==> src/rtl/wb_pkg.sv <==
// Shared constants, state encoding and bus field types for the Wishbone
// register slave.
package wb_pkg;

    localparam int ADDR_WIDTH     = 4;
    localparam int DATA_WIDTH     = 32;
    localparam int GRANULE        = 8;
    localparam int REGISTER_NUM   = 16;
    localparam int SEL_WIDTH      = DATA_WIDTH / GRANULE;
    localparam int WAIT_CNT_WIDTH = 4;

    typedef enum logic [1:0] {
        IDLE = 2'd0,
        WAIT = 2'd1,
        RESP = 2'd2
    } wb_slv_state_t;

    typedef logic [ADDR_WIDTH-1:0] wb_addr_t;
    typedef logic [DATA_WIDTH-1:0] wb_data_t;
    typedef logic [SEL_WIDTH-1:0]  wb_sel_t;

endpackage

==> src/rtl/wb_byte_reg_bank.sv <==
// Byte-lane writable register array with asynchronous active-low clear and
// one combinational read port. Writes to addresses at or above REGISTER_NUM
// are dropped; reads of such addresses return zero.
module wb_byte_reg_bank #(
    parameter int ADDR_WIDTH   = 4,
    parameter int DATA_WIDTH   = 32,
    parameter int GRANULE      = 8,
    parameter int REGISTER_NUM = 16,
    parameter int SEL_WIDTH    = DATA_WIDTH / GRANULE
) (
    input  logic                  clk_i,
    input  logic                  rst_ni,
    input  logic                  wr_en_i,
    input  logic [ADDR_WIDTH-1:0] wr_adr_i,
    input  logic [DATA_WIDTH-1:0] wr_dat_i,
    input  logic [SEL_WIDTH-1:0]  wr_sel_i,
    input  logic [ADDR_WIDTH-1:0] rd_adr_i,
    output logic [DATA_WIDTH-1:0] rd_dat_o
);

    logic [DATA_WIDTH-1:0] mem_q [REGISTER_NUM];
    logic [DATA_WIDTH-1:0] mem_d [REGISTER_NUM];

    // Next array contents: only the enabled lanes of the addressed word change.
    always_comb begin
        mem_d = mem_q;
        for (int w = 0; w < REGISTER_NUM; w++) begin
            if (wr_en_i && (wr_adr_i == ADDR_WIDTH'(w))) begin
                for (int l = 0; l < SEL_WIDTH; l++) begin
                    if (wr_sel_i[l]) begin
                        mem_d[w][l*GRANULE +: GRANULE] = wr_dat_i[l*GRANULE +: GRANULE];
                    end
                end
            end
        end
    end

    // Read port decoded by compare so unimplemented addresses read as zero.
    always_comb begin
        rd_dat_o = '0;
        for (int w = 0; w < REGISTER_NUM; w++) begin
            if (rd_adr_i == ADDR_WIDTH'(w)) begin
                rd_dat_o = mem_q[w];
            end
        end
    end

    // Storage, cleared asynchronously.
    always_ff @(posedge clk_i or negedge rst_ni) begin
        if (!rst_ni) begin
            for (int w = 0; w < REGISTER_NUM; w++) begin
                mem_q[w] <= '0;
            end
        end else begin
            mem_q <= mem_d;
        end
    end

endmodule

==> src/rtl/wb_reg_slave.sv <==
// Wishbone B4 pipelined slave in front of a byte-addressable register bank.
//
// Handshake: a request is taken on a rising edge where cyc_i & stb_i & !stall_o;
// stall_o is high whenever the slave is not IDLE, so at most one request is in
// flight. The response (ack_o or err_o, never both) is a one-cycle pulse in the
// cycle WAIT_CYCLES+1 after acceptance, masked by cyc_i. Dropping cyc_i while
// waiting abandons the request without any side effect.
module wb_reg_slave
    import wb_pkg::wb_slv_state_t, wb_pkg::IDLE, wb_pkg::WAIT, wb_pkg::RESP;
#(
    parameter int ADDR_WIDTH   = wb_pkg::ADDR_WIDTH,
    parameter int DATA_WIDTH   = wb_pkg::DATA_WIDTH,
    parameter int GRANULE      = wb_pkg::GRANULE,
    parameter int REGISTER_NUM = wb_pkg::REGISTER_NUM,
    parameter int SEL_WIDTH    = DATA_WIDTH / GRANULE,
    parameter int WAIT_CYCLES  = 0
) (
    input  logic                  clk_i,
    input  logic                  rst_i,
    input  logic                  cyc_i,
    input  logic                  stb_i,
    input  logic                  we_i,
    input  logic [ADDR_WIDTH-1:0] adr_i,
    input  logic [DATA_WIDTH-1:0] dat_i,
    input  logic [SEL_WIDTH-1:0]  sel_i,
    output logic [DATA_WIDTH-1:0] dat_o,
    output logic                  ack_o,
    output logic                  err_o,
    output logic                  stall_o,
    output wb_slv_state_t         dbg_state_o
);

    localparam int CNT_W = wb_pkg::WAIT_CNT_WIDTH;
    localparam logic [CNT_W-1:0] WAIT_LOAD =
        (WAIT_CYCLES > 0) ? CNT_W'(WAIT_CYCLES - 1) : '0;

    wb_slv_state_t         state_q, state_d;
    logic [CNT_W-1:0]      wait_cnt_q, wait_cnt_d;
    logic [ADDR_WIDTH-1:0] adr_q, adr_d;
    logic [DATA_WIDTH-1:0] wdat_q, wdat_d;
    logic [SEL_WIDTH-1:0]  sel_q, sel_d;
    logic                  we_q, we_d;
    logic [DATA_WIDTH-1:0] rdat_q, rdat_d;
    logic                  ack_q, ack_d;
    logic                  err_q, err_d;

    logic                  accept;
    logic                  commit;
    logic                  adr_err;
    logic                  cur_we;
    logic [ADDR_WIDTH-1:0] cur_adr;
    logic [DATA_WIDTH-1:0] cur_dat;
    logic [SEL_WIDTH-1:0]  cur_sel;
    logic                  bank_we;
    logic [DATA_WIDTH-1:0] bank_rdat;

    // Command seen by the commit logic: with no wait states the commit edge is
    // the acceptance edge itself, so the live bus fields are used while IDLE.
    always_comb begin
        accept  = (state_q == IDLE) && cyc_i && stb_i;
        cur_we  = (state_q == IDLE) ? we_i  : we_q;
        cur_adr = (state_q == IDLE) ? adr_i : adr_q;
        cur_dat = (state_q == IDLE) ? dat_i : wdat_q;
        cur_sel = (state_q == IDLE) ? sel_i : sel_q;
        adr_err = (32'(cur_adr) >= 32'(REGISTER_NUM));
    end

    // FSM next state and wait counter.
    always_comb begin
        state_d    = state_q;
        wait_cnt_d = wait_cnt_q;
        case (state_q)
            IDLE: begin
                if (accept) begin
                    if (WAIT_CYCLES == 0) begin
                        state_d = RESP;
                    end else begin
                        state_d    = WAIT;
                        wait_cnt_d = WAIT_LOAD;
                    end
                end
            end
            WAIT: begin
                if (!cyc_i) begin
                    state_d    = IDLE;
                    wait_cnt_d = '0;
                end else if (wait_cnt_q == '0) begin
                    state_d = RESP;
                end else begin
                    wait_cnt_d = wait_cnt_q - 1'b1;
                end
            end
            RESP:    state_d = IDLE;
            default: state_d = IDLE;
        endcase
    end

    // Commit on the edge entering RESP: bank write, read data, response flags.
    always_comb begin
        commit  = (state_d == RESP);
        bank_we = commit && cur_we && !adr_err;
        ack_d   = commit && !adr_err;
        err_d   = commit && adr_err;
        rdat_d  = (commit && !cur_we && !adr_err) ? bank_rdat : rdat_q;
        adr_d   = accept ? adr_i : adr_q;
        wdat_d  = accept ? dat_i : wdat_q;
        sel_d   = accept ? sel_i : sel_q;
        we_d    = accept ? we_i  : we_q;
    end

    // State, counter, capture and output registers.
    always_ff @(posedge clk_i or negedge rst_i) begin
        if (!rst_i) begin
            state_q    <= IDLE;
            wait_cnt_q <= '0;
            adr_q      <= '0;
            wdat_q     <= '0;
            sel_q      <= '0;
            we_q       <= 1'b0;
            rdat_q     <= '0;
            ack_q      <= 1'b0;
            err_q      <= 1'b0;
        end else begin
            state_q    <= state_d;
            wait_cnt_q <= wait_cnt_d;
            adr_q      <= adr_d;
            wdat_q     <= wdat_d;
            sel_q      <= sel_d;
            we_q       <= we_d;
            rdat_q     <= rdat_d;
            ack_q      <= ack_d;
            err_q      <= err_d;
        end
    end

    // Bus outputs; a dropped cyc_i hides a response already committed.
    always_comb begin
        dat_o       = rdat_q;
        ack_o       = ack_q & cyc_i;
        err_o       = err_q & cyc_i;
        stall_o     = (state_q != IDLE);
        dbg_state_o = state_q;
    end

    wb_byte_reg_bank #(
        .ADDR_WIDTH   (ADDR_WIDTH),
        .DATA_WIDTH   (DATA_WIDTH),
        .GRANULE      (GRANULE),
        .REGISTER_NUM (REGISTER_NUM),
        .SEL_WIDTH    (SEL_WIDTH)
    ) u_bank (
        .clk_i    (clk_i),
        .rst_ni   (rst_i),
        .wr_en_i  (bank_we),
        .wr_adr_i (cur_adr),
        .wr_dat_i (cur_dat),
        .wr_sel_i (cur_sel),
        .rd_adr_i (cur_adr),
        .rd_dat_o (bank_rdat)
    );

endmodule

==> config.mk <==
export PLATFORM = sky130hd
export DESIGN_NAME = wb_reg_slave
export DESIGN_NICKNAME = d
export VERILOG_FILES = /design/src/rtl/wb_pkg.sv /design/src/rtl/wb_byte_reg_bank.sv /design/src/rtl/wb_reg_slave.sv
export SDC_FILE = /design/constraint.sdc
export NUM_CORES = 1
export LEC_CHECK = 0
export BUFFER_PORTS_ARGS = -buffer_cell sky130_fd_sc_hd__buf_2
export CAP_MARGIN = 15
export CELL_PAD_IN_SITES_DETAIL_PLACEMENT = 1
export CELL_PAD_IN_SITES_GLOBAL_PLACEMENT = 1
export CORE_MARGIN = 3
export CORE_UTILIZATION = 45
export CTS_CLUSTER_SIZE = 20
export DETAILED_ROUTE_END_ITERATION = 10
export HOLD_SLACK_MARGIN = 0.15
export PLACE_DENSITY_LB_ADDON = 0.3
export SLEW_MARGIN = 20
export SYNTH_ARGS = -nofsm -noshare
export SYNTH_HDL_FRONTEND = slang
export SYNTH_HIERARCHICAL = 1
export SYNTH_SLANG_ARGS = --single-unit
==> constraint.sdc <==
create_clock -name clk_i -period 2.6 [get_ports clk_i]
set_input_delay 0.52 -clock clk_i [delete_from_list [all_inputs] [get_ports clk_i]]
set_output_delay 0.52 -clock clk_i [all_outputs]
set_load 0.01 [all_outputs]
==> results by group, run 1 <==
Run status
  • Outcome: finished with violations
  • Failing checks: setup timing

Logic synthesis
  • Compound-cell area share of the yosys netlist: 0.107
  • Post-synth top area cell: dfrtp_1
  • Synth area leaders: dfrtp_1 (51%), mux2_2 (22%), nand2_1 (2.9%)
  • Synth Area in Simple Gates: 0.0728
  • Largest family of logic cells by synthesized area: multiplexers
  • Primary FF master, synth: dfrtp_1
  • Async SR Flop Fraction: 1.00
  • Net Count, Synth: between 2000 and 2500
  • Synthesized area per cell: 12.2 um2
  • Most numerous cell in the Yosys netlist: dfrtp_1
  • Number of enable flip-flop cells after synthesis: 0
  • Yosys reg bits: approximately 600
  • Adder-Cell Fraction of Synth Area: 0.000867
  • Post-Syn Instances: approximately 2400
  • Sequential area share after synthesis: 0.513
  • Post-Synth XOR/XNOR Area: 0
  • Multiplexer share of the synthesized area: 0.271
  • Top-area cell type share of the netlist area: 0.513
  • Warnings, synthesis: 6
  • Synthesized area: between 20000 and 30000 um2
  • Synth top cells by count: dfrtp_1 (592), mux2_2 (569), nand2_1 (226)
  • Count of different cell masters after synthesis: a little under 80

Drt
  • Routed WL per cell: 33.8 um
  • DRC violation count after routing: 0
  • Drt pass-1 iters: 6
  • Vias: ~24000
  • Antenna viol nets, final: 0
  • Initial DRC count: around 2100
  • Drt via density: approximately 6.5
  • WL final: 123 mm

Clock network
  • CTS sink cnt: 592
  • Total CTS buffers: between 60 and 70
  • H-tree Lvls: 3
  • Worst-Skew Late Latency: around 0.65 ns
  • Clock Path Buffers: 3
  • CTS clock-pin slew for the worst setup and hold paths: ~0.070 ns
  • CTS tree: built
  • Clock root buffer: clkbuf_16

STA
  • Slew at the pin closest to its max-slew limit: approximately 0.66 ns
  • Hold Violations, Final: 0
  • Final setup vio count: about 550
  • Setup tns final: -143.81 ns
  • RSZ-0062 raised after global routing: true
  • Fmax: ~0.32 GHz
  • Final WS setup: -0.529 ns
  • Pins Over Slew Limit: 0
  • Fin crit share: 1.20
  • Relative slew slack: 0.558
  • Clk_skew: 0.0381 ns
  • Final worst path period need: between 3 and 4 ns
  • Min Hold Slack: between 0.15 and 0.2 ns

Final layout
  • Final core utilization: 0.606
  • Layout area overhead: 32.9%
  • Share of post-route cells with drive strength above 1: 0.515
  • Cell area after layout: 38400 um2
  • Nets: roughly 2800

Critical path
  • Critical Path Fanout Max: 7
  • Worst Path Required: around 3.2 ns
  • Crit start category: flop
  • Critical-path top delay cell: dfrtp_1
  • CP dominant cell by count: buf_4
  • R2r endpoint: dat_o[7]
  • Worst setup EP type: flop
  • Worst R2R Path Depth: 14
  • Worst reg-to-reg setup slack: -0.53 ns
  • Largest stage delay on the critical path: between 0.4 and 0.5 ns
  • CP Class: flop to flop
  • R2R Path Start: dbg_state_o[1]
  • Critical-path cell list: nor2_4, buf_12, buf_8, mux2_4, buf_6, buf_4, nor2b_4, nand2_2, buf_4, nor2_1, a21oi_1, a32oi_2, nand3_1, o211ai_1
  • Critical Path AT: 3.69 ns

Global routing
  • GRT Util Overall: 0.326
  • First-pass GRT wire length: ~160 mm
  • Initial antenna violation count: 6
  • Pin count of the biggest net entering global routing: 122
  • Vias in the first global route: between 20000 and 30000
  • Gr ovfl total: 0

Pwr
  • Cell area power density: 689 nW/um2
  • Leak pwr: approximately 18 nW
  • Peak supply drop: just under 0.5 mV

Die
  • Die height: around 260 um
  • # IOs: just over 80
  • Die ar.: 67200 um2
  • Row Count: 92
  • Horiz. Die Dim: 259 um
  • CORE AREA: approximately 63000 um2
  • Starting Density: 0.456

Placement
  • Place WS: -0.698 ns
  • DP HPWL: between 70 and 80 mm
  • Port bufs: 80
  • Cell Area, Placed: approximately 33000 um2
  • GPL Wtd Cong: 0.907

Min path
  • Hold Crit Depth: 3
  • Hold Crit Class: input port to flop
  • Hold_sp: adr_i[3]
  • Worst Hold Endpoint: adr_q[3]

Flow run
  • Max cap viols: 0
final cells by class:
cell class / count / area [um2]
multi-input combinational: 1581 / 14900
clock buffer: 100 / 2060
antenna: 1 / 2.50
sequential: 592 / 14800
inverter: 14 / 55.1
tap: 846 / 1060
fill: 6137 / 24900
timing repair buffer: 503 / 5310
clock inverter: 20 / 218
logic make-up after synthesis:
group                      count (synthesis)
DFF                                      592
other                                      1
and+or+nand+nor                          453
buffers and inverters                    191
muxes                                    668
adders and majority gates                  2
AOI/OAI and AO/OA                        453
worst max-delay path by stage:
| stage | from | to | slack (ns) | cells after the start |
|---|---|---|---|---|
| global route | dbg_state_o[1] | dat_o[7] | -0.61 | 14 |
| global placement | dbg_state_o[1] | dat_o[24] | -0.71 | 11 |
| CTS | dbg_state_o[0] | dat_o[7] | -0.32 | 13 |
| finish | dbg_state_o[1] | dat_o[7] | -0.53 | 14 |
| detailed placement | dbg_state_o[1] | dat_o[24] | -0.70 | 11 |
| floorplan | dbg_state_o[1] | dat_o[15] | -0.11 | 13 |
cells in the final DEF, fill, tap and decap left out, types with 14 or more instances in the layout:
| cell | n |
|---|---|
| dfrtp_1 | 592 |
| mux2_2 | 547 |
| buf_4 | 208 |
| nand2_1 | 178 |
| buf_12 | 100 |
| buf_2 | 79 |
| o211ai_1 | 76 |
| clkbuf_16 | 73 |
| o21ai_0 | 72 |
| buf_6 | 66 |
| a21oi_1 | 53 |
| nor2_1 | 49 |
| mux2_4 | 42 |
| nand3_1 | 41 |
| mux2i_1 | 40 |
| o22ai_1 | 40 |
| dlygate4sd3_1 | 37 |
| nand2_4 | 35 |
| mux4_2 | 26 |
| nor2_4 | 22 |
| o21ai_1 | 22 |
| a21oi_2 | 19 |
| clkbuf_8 | 17 |
| a311o_1 | 16 |
| nor2b_1 | 14 |
registers in the layout, indices dropped and copies added (netlist names):
signal and cells:
dat_o 32, wdat_q 32, dbg_state_o 2, sel_q 4, ack_q 1, adr_q 4
u_bank/mem_q 512, wait_cnt_q 4, we_q 1
critical path: cells and delay by family, from the launching register on:
family          cells  cell delay [ns]
compound gates      3             0.59
mux                 1             0.40
simple gates        5             0.88
flops               1             0.43
buf+inv             5             0.74
metrics by stage:
stage / power, W / std cells
2_1_floorplan: 0.0132 / 2360
3_3_place_gp: 0.0150 / 3434
3_5_place_dp: 0.0153 / 3434
4_1_cts: 0.0256 / 3633
5_1_grt: 0.0273 / 3656
6_report: 0.0265 / 3657
routing by layer:
layer | share of wire | track usage | vias to the layer above
met1 | 0.38 | 0.418 | 12300
met2 | 0.48 | 0.532 | 1299
li1 | - | - | 9486
met3 | 0.081 | 0.0664 | 470
met5 | 0.00045 | 0 | -
met4 | 0.065 | 0.151 | 8
what timing repair did:
item / in CTS / in global routing
pin swaps: 46 / 62
gates cloned: 6 / 1
hold endpoints to repair: 58 / 0
setup endpoints to repair: 544 / 544
buffers inserted: 37 / 25
resized for setup: 224 / 277
hold buffers: 37 / 0
power breakdown:
group | switching [W] | internal, W
sequential | 0.000788 | 0.0101
combinational | 0.00317 | 0.00238
clock | 0.00417 | 0.00580
(Power assumes the default switching activity.)
==> run 2, diff against run 1 <==
BUFFER_PORTS_ARGS = default   (was -buffer_cell sky130_fd_sc_hd__buf_2)
DONT_BUFFER_PORTS = 1   (was default)
RECOVER_POWER = 25   (was default)
==> results by group, run 2 (same netlist as run 1, synthesis figures left out) <==
Global routing
  • GRT Util Overall: 0.317
  • Vias in the first global route: 24400
  • Gr ovfl total: 0
  • First-pass GRT wire length: 159 mm
  • Initial antenna violation count: 6
  • Pin count of the biggest net entering global routing: 593

STA
  • Hold Violations, Final: between 500 and 600
  • Slew at the pin closest to its max-slew limit: around 1.5 ns
  • Min Hold Slack: -0.398 ns
  • Final setup vio count: 540
  • Relative slew slack: 0.0189
  • Fin crit share: 1.19
  • Final WS setup: -0.484 ns
  • Clk_skew: 0.0397 ns
  • RSZ-0062 raised after global routing: true
  • Pins Over Slew Limit: 0
  • Final worst path period need: about 3.1 ns
  • Fmax: between 0.3 and 0.4 GHz

Pwr
  • Leak pwr: roughly 18 nW
  • Cell area power density: just under 700 nW/um2
  • Fraction of power spent switching nets: 0.295
  • Clock network power share: 0.377
  • Internal cell power: between 0.015 and 0.02 W
  • Sequential share of power: 0.424
  • Peak supply drop: roughly 0.5 mV
  • Switching pwr: ~0.0076 W
  • Combinational share of power: 0.199

Clock network
  • H-tree Lvls: 3
  • Clock root buffer: clkbuf_16
  • Clock Path Buffers: 3
  • Total CTS buffers: between 60 and 70
  • Hold buffer count at CTS: 42
  • Worst-Skew Late Latency: around 0.63 ns
  • CTS sink cnt: just under 600
  • CTS tree: built
  • CTS clock-pin slew for the worst setup and hold paths: roughly 0.070 ns

Die
  • # IOs: around 80
  • CORE AREA: roughly 63000 um2
  • Die ar.: between 60000 and 70000 um2
  • Starting Density: 0.456
  • Horiz. Die Dim: 259 um
  • Row Count: 92
  • Die height: about 260 um

Final layout
  • Commonest non-fill, non-tap cell in the layout: dfrtp_1
  • Final core utilization: 0.598
  • FILL cells: just over 6000
  • Nets: roughly 2700
  • Layout area overhead: 31.2%
  • Reg with most FFs: u_bank/mem_q
  • Max reg flops: between 500 and 600
  • Commonest cells after routing, fill and taps aside: dfrtp_1 (592), mux2_2 (554), buf_4 (183), nand2_1 (179), buf_12 (97)
  • Share of post-route cells with drive strength above 1: 0.492

Placement
  • Port bufs: 0
  • DP HPWL: 68.8 mm
  • GPL Wtd Cong: 0.903

Drt
  • Vias: 23300
  • Antenna viol nets, final: 0
  • Drt pass-1 iters: 6
  • Drt via density: 6.54
  • DRC violation count after routing: 0
  • Routed WL per cell: approximately 33 um
  • WL final: approximately 120 mm
  • Initial DRC count: about 2200

Flow run
  • Max cap viols: 0

Critical path
  • Worst setup EP type: flop
  • Critical Path Fanout Max: 6
  • CP Class: flop to flop
  • Crit start category: flop
  • Worst Path Required: 3.06 ns
  • Critical Path AT: roughly 3.5 ns

Run status
  • Failing checks: hold timing, setup timing
  • Outcome: finished with violations

Min path
  • Hold Crit Class: input port to asynchronous set/reset pin
-- run 2: cell types whose count changed in the layout (fill, tap and decap cells not counted), moves of 8 or more --
cell / before / now
nor2_1: 49 / 62
buf_2: 79 / 0
mux2_4: 42 / 34
clkbuf_1: 12 / 20
o22ai_1: 40 / 28
buf_4: 208 / 183
-- run 2: final cells by class --
cell class                      count  area [um2]  area share
Inverter                           14        52.6     0.00139
Antenna cell                        6        15.0    0.000396
Multi-Input combinational cell   1578       14800       0.389
Clock buffer                      102        1980      0.0523
Tap cell                          846        1060      0.0279
Timing Repair Buffer              411        5000       0.132
Sequential cell                   592       14800       0.391
Clock inverter                     15         210     0.00555
-- run 2: final timing paths --
kind | start | endpoint | slack, ns | cells after the start
worst max-delay path | dbg_state_o[1] | dat_o[4] | -0.48 | 13
worst min register to register | wdat_q[22] | wdat_q[22] | 0.47 | 2
max in group asynchronous | rst_i | u_bank/mem_q[330] | 1.81 | 0
worst max register to register | dbg_state_o[1] | dat_o[4] | -0.48 | 13
worst min-delay path | rst_i | u_bank/mem_q[58] | -0.40 | 0
min in group clk_i | cyc_i | wait_cnt_q[3] | 0.22 | 3
-- run 2: critical path: stages (launching register included) --
cell and delay, ns:
dfrtp_1 0.41, nor2_4 0.18, buf_12 0.14, mux2_8 0.42, buf_12 0.17, inv_2 0.13
nand2_1 0.15, buf_4 0.22, buf_4 0.17, o22ai_2 0.16, o21ai_1 0.11, a311o_1 0.41
nand3_1 0.10, o211ai_1 0.12
-- run 2: metrics by stage --
step	power (W)	area, um2	setup slack [ns]	setup TNS [ns]	instances
finish	0.0259	37900	-0.484	-127.22	3564
global route	0.0267	37900	-0.519	-134.75	3559
CTS	0.0250	36400	-0.303	-76.79	3523
detailed placement	0.0149	32400	-0.666	-94.17	3333
global placement	0.0147	32400	-0.660	-77.73	3333
floorplan	0.0132	29000	-0.111	-5.09	2360
-- run 2: metal layers --
layer | GRT usage | vias up | share of wire
met4 | 0.128 | 6 | 0.053
met1 | 0.414 | 12200 | 0.39
met3 | 0.0716 | 441 | 0.092
met5 | 0 | - | 0.00037
li1 | - | 9325 | -
met2 | 0.512 | 1322 | 0.47
-- run 2: power groups by stage --
| stage | clock, W | combinational, W | sequential (W) |
|---|---|---|---|
| global route | 0.0103 | 0.00533 | 0.0111 |
| detailed placement | 0 | 0.00390 | 0.0110 |
| global placement | 0 | 0.00375 | 0.0109 |
| finish | 0.00975 | 0.00514 | 0.0110 |
| CTS | 0.00973 | 0.00441 | 0.0109 |
| floorplan | 0 | 0.00248 | 0.0107 |
-- run 2: timing repair --
action	4_1_cts	5_1_grt
gates cloned	8	3
setup buffers	27	39
pin swaps	62	85
endpoints found under the hold margin	635	592
resized for setup	231	252
setup endpoints to repair	543	544
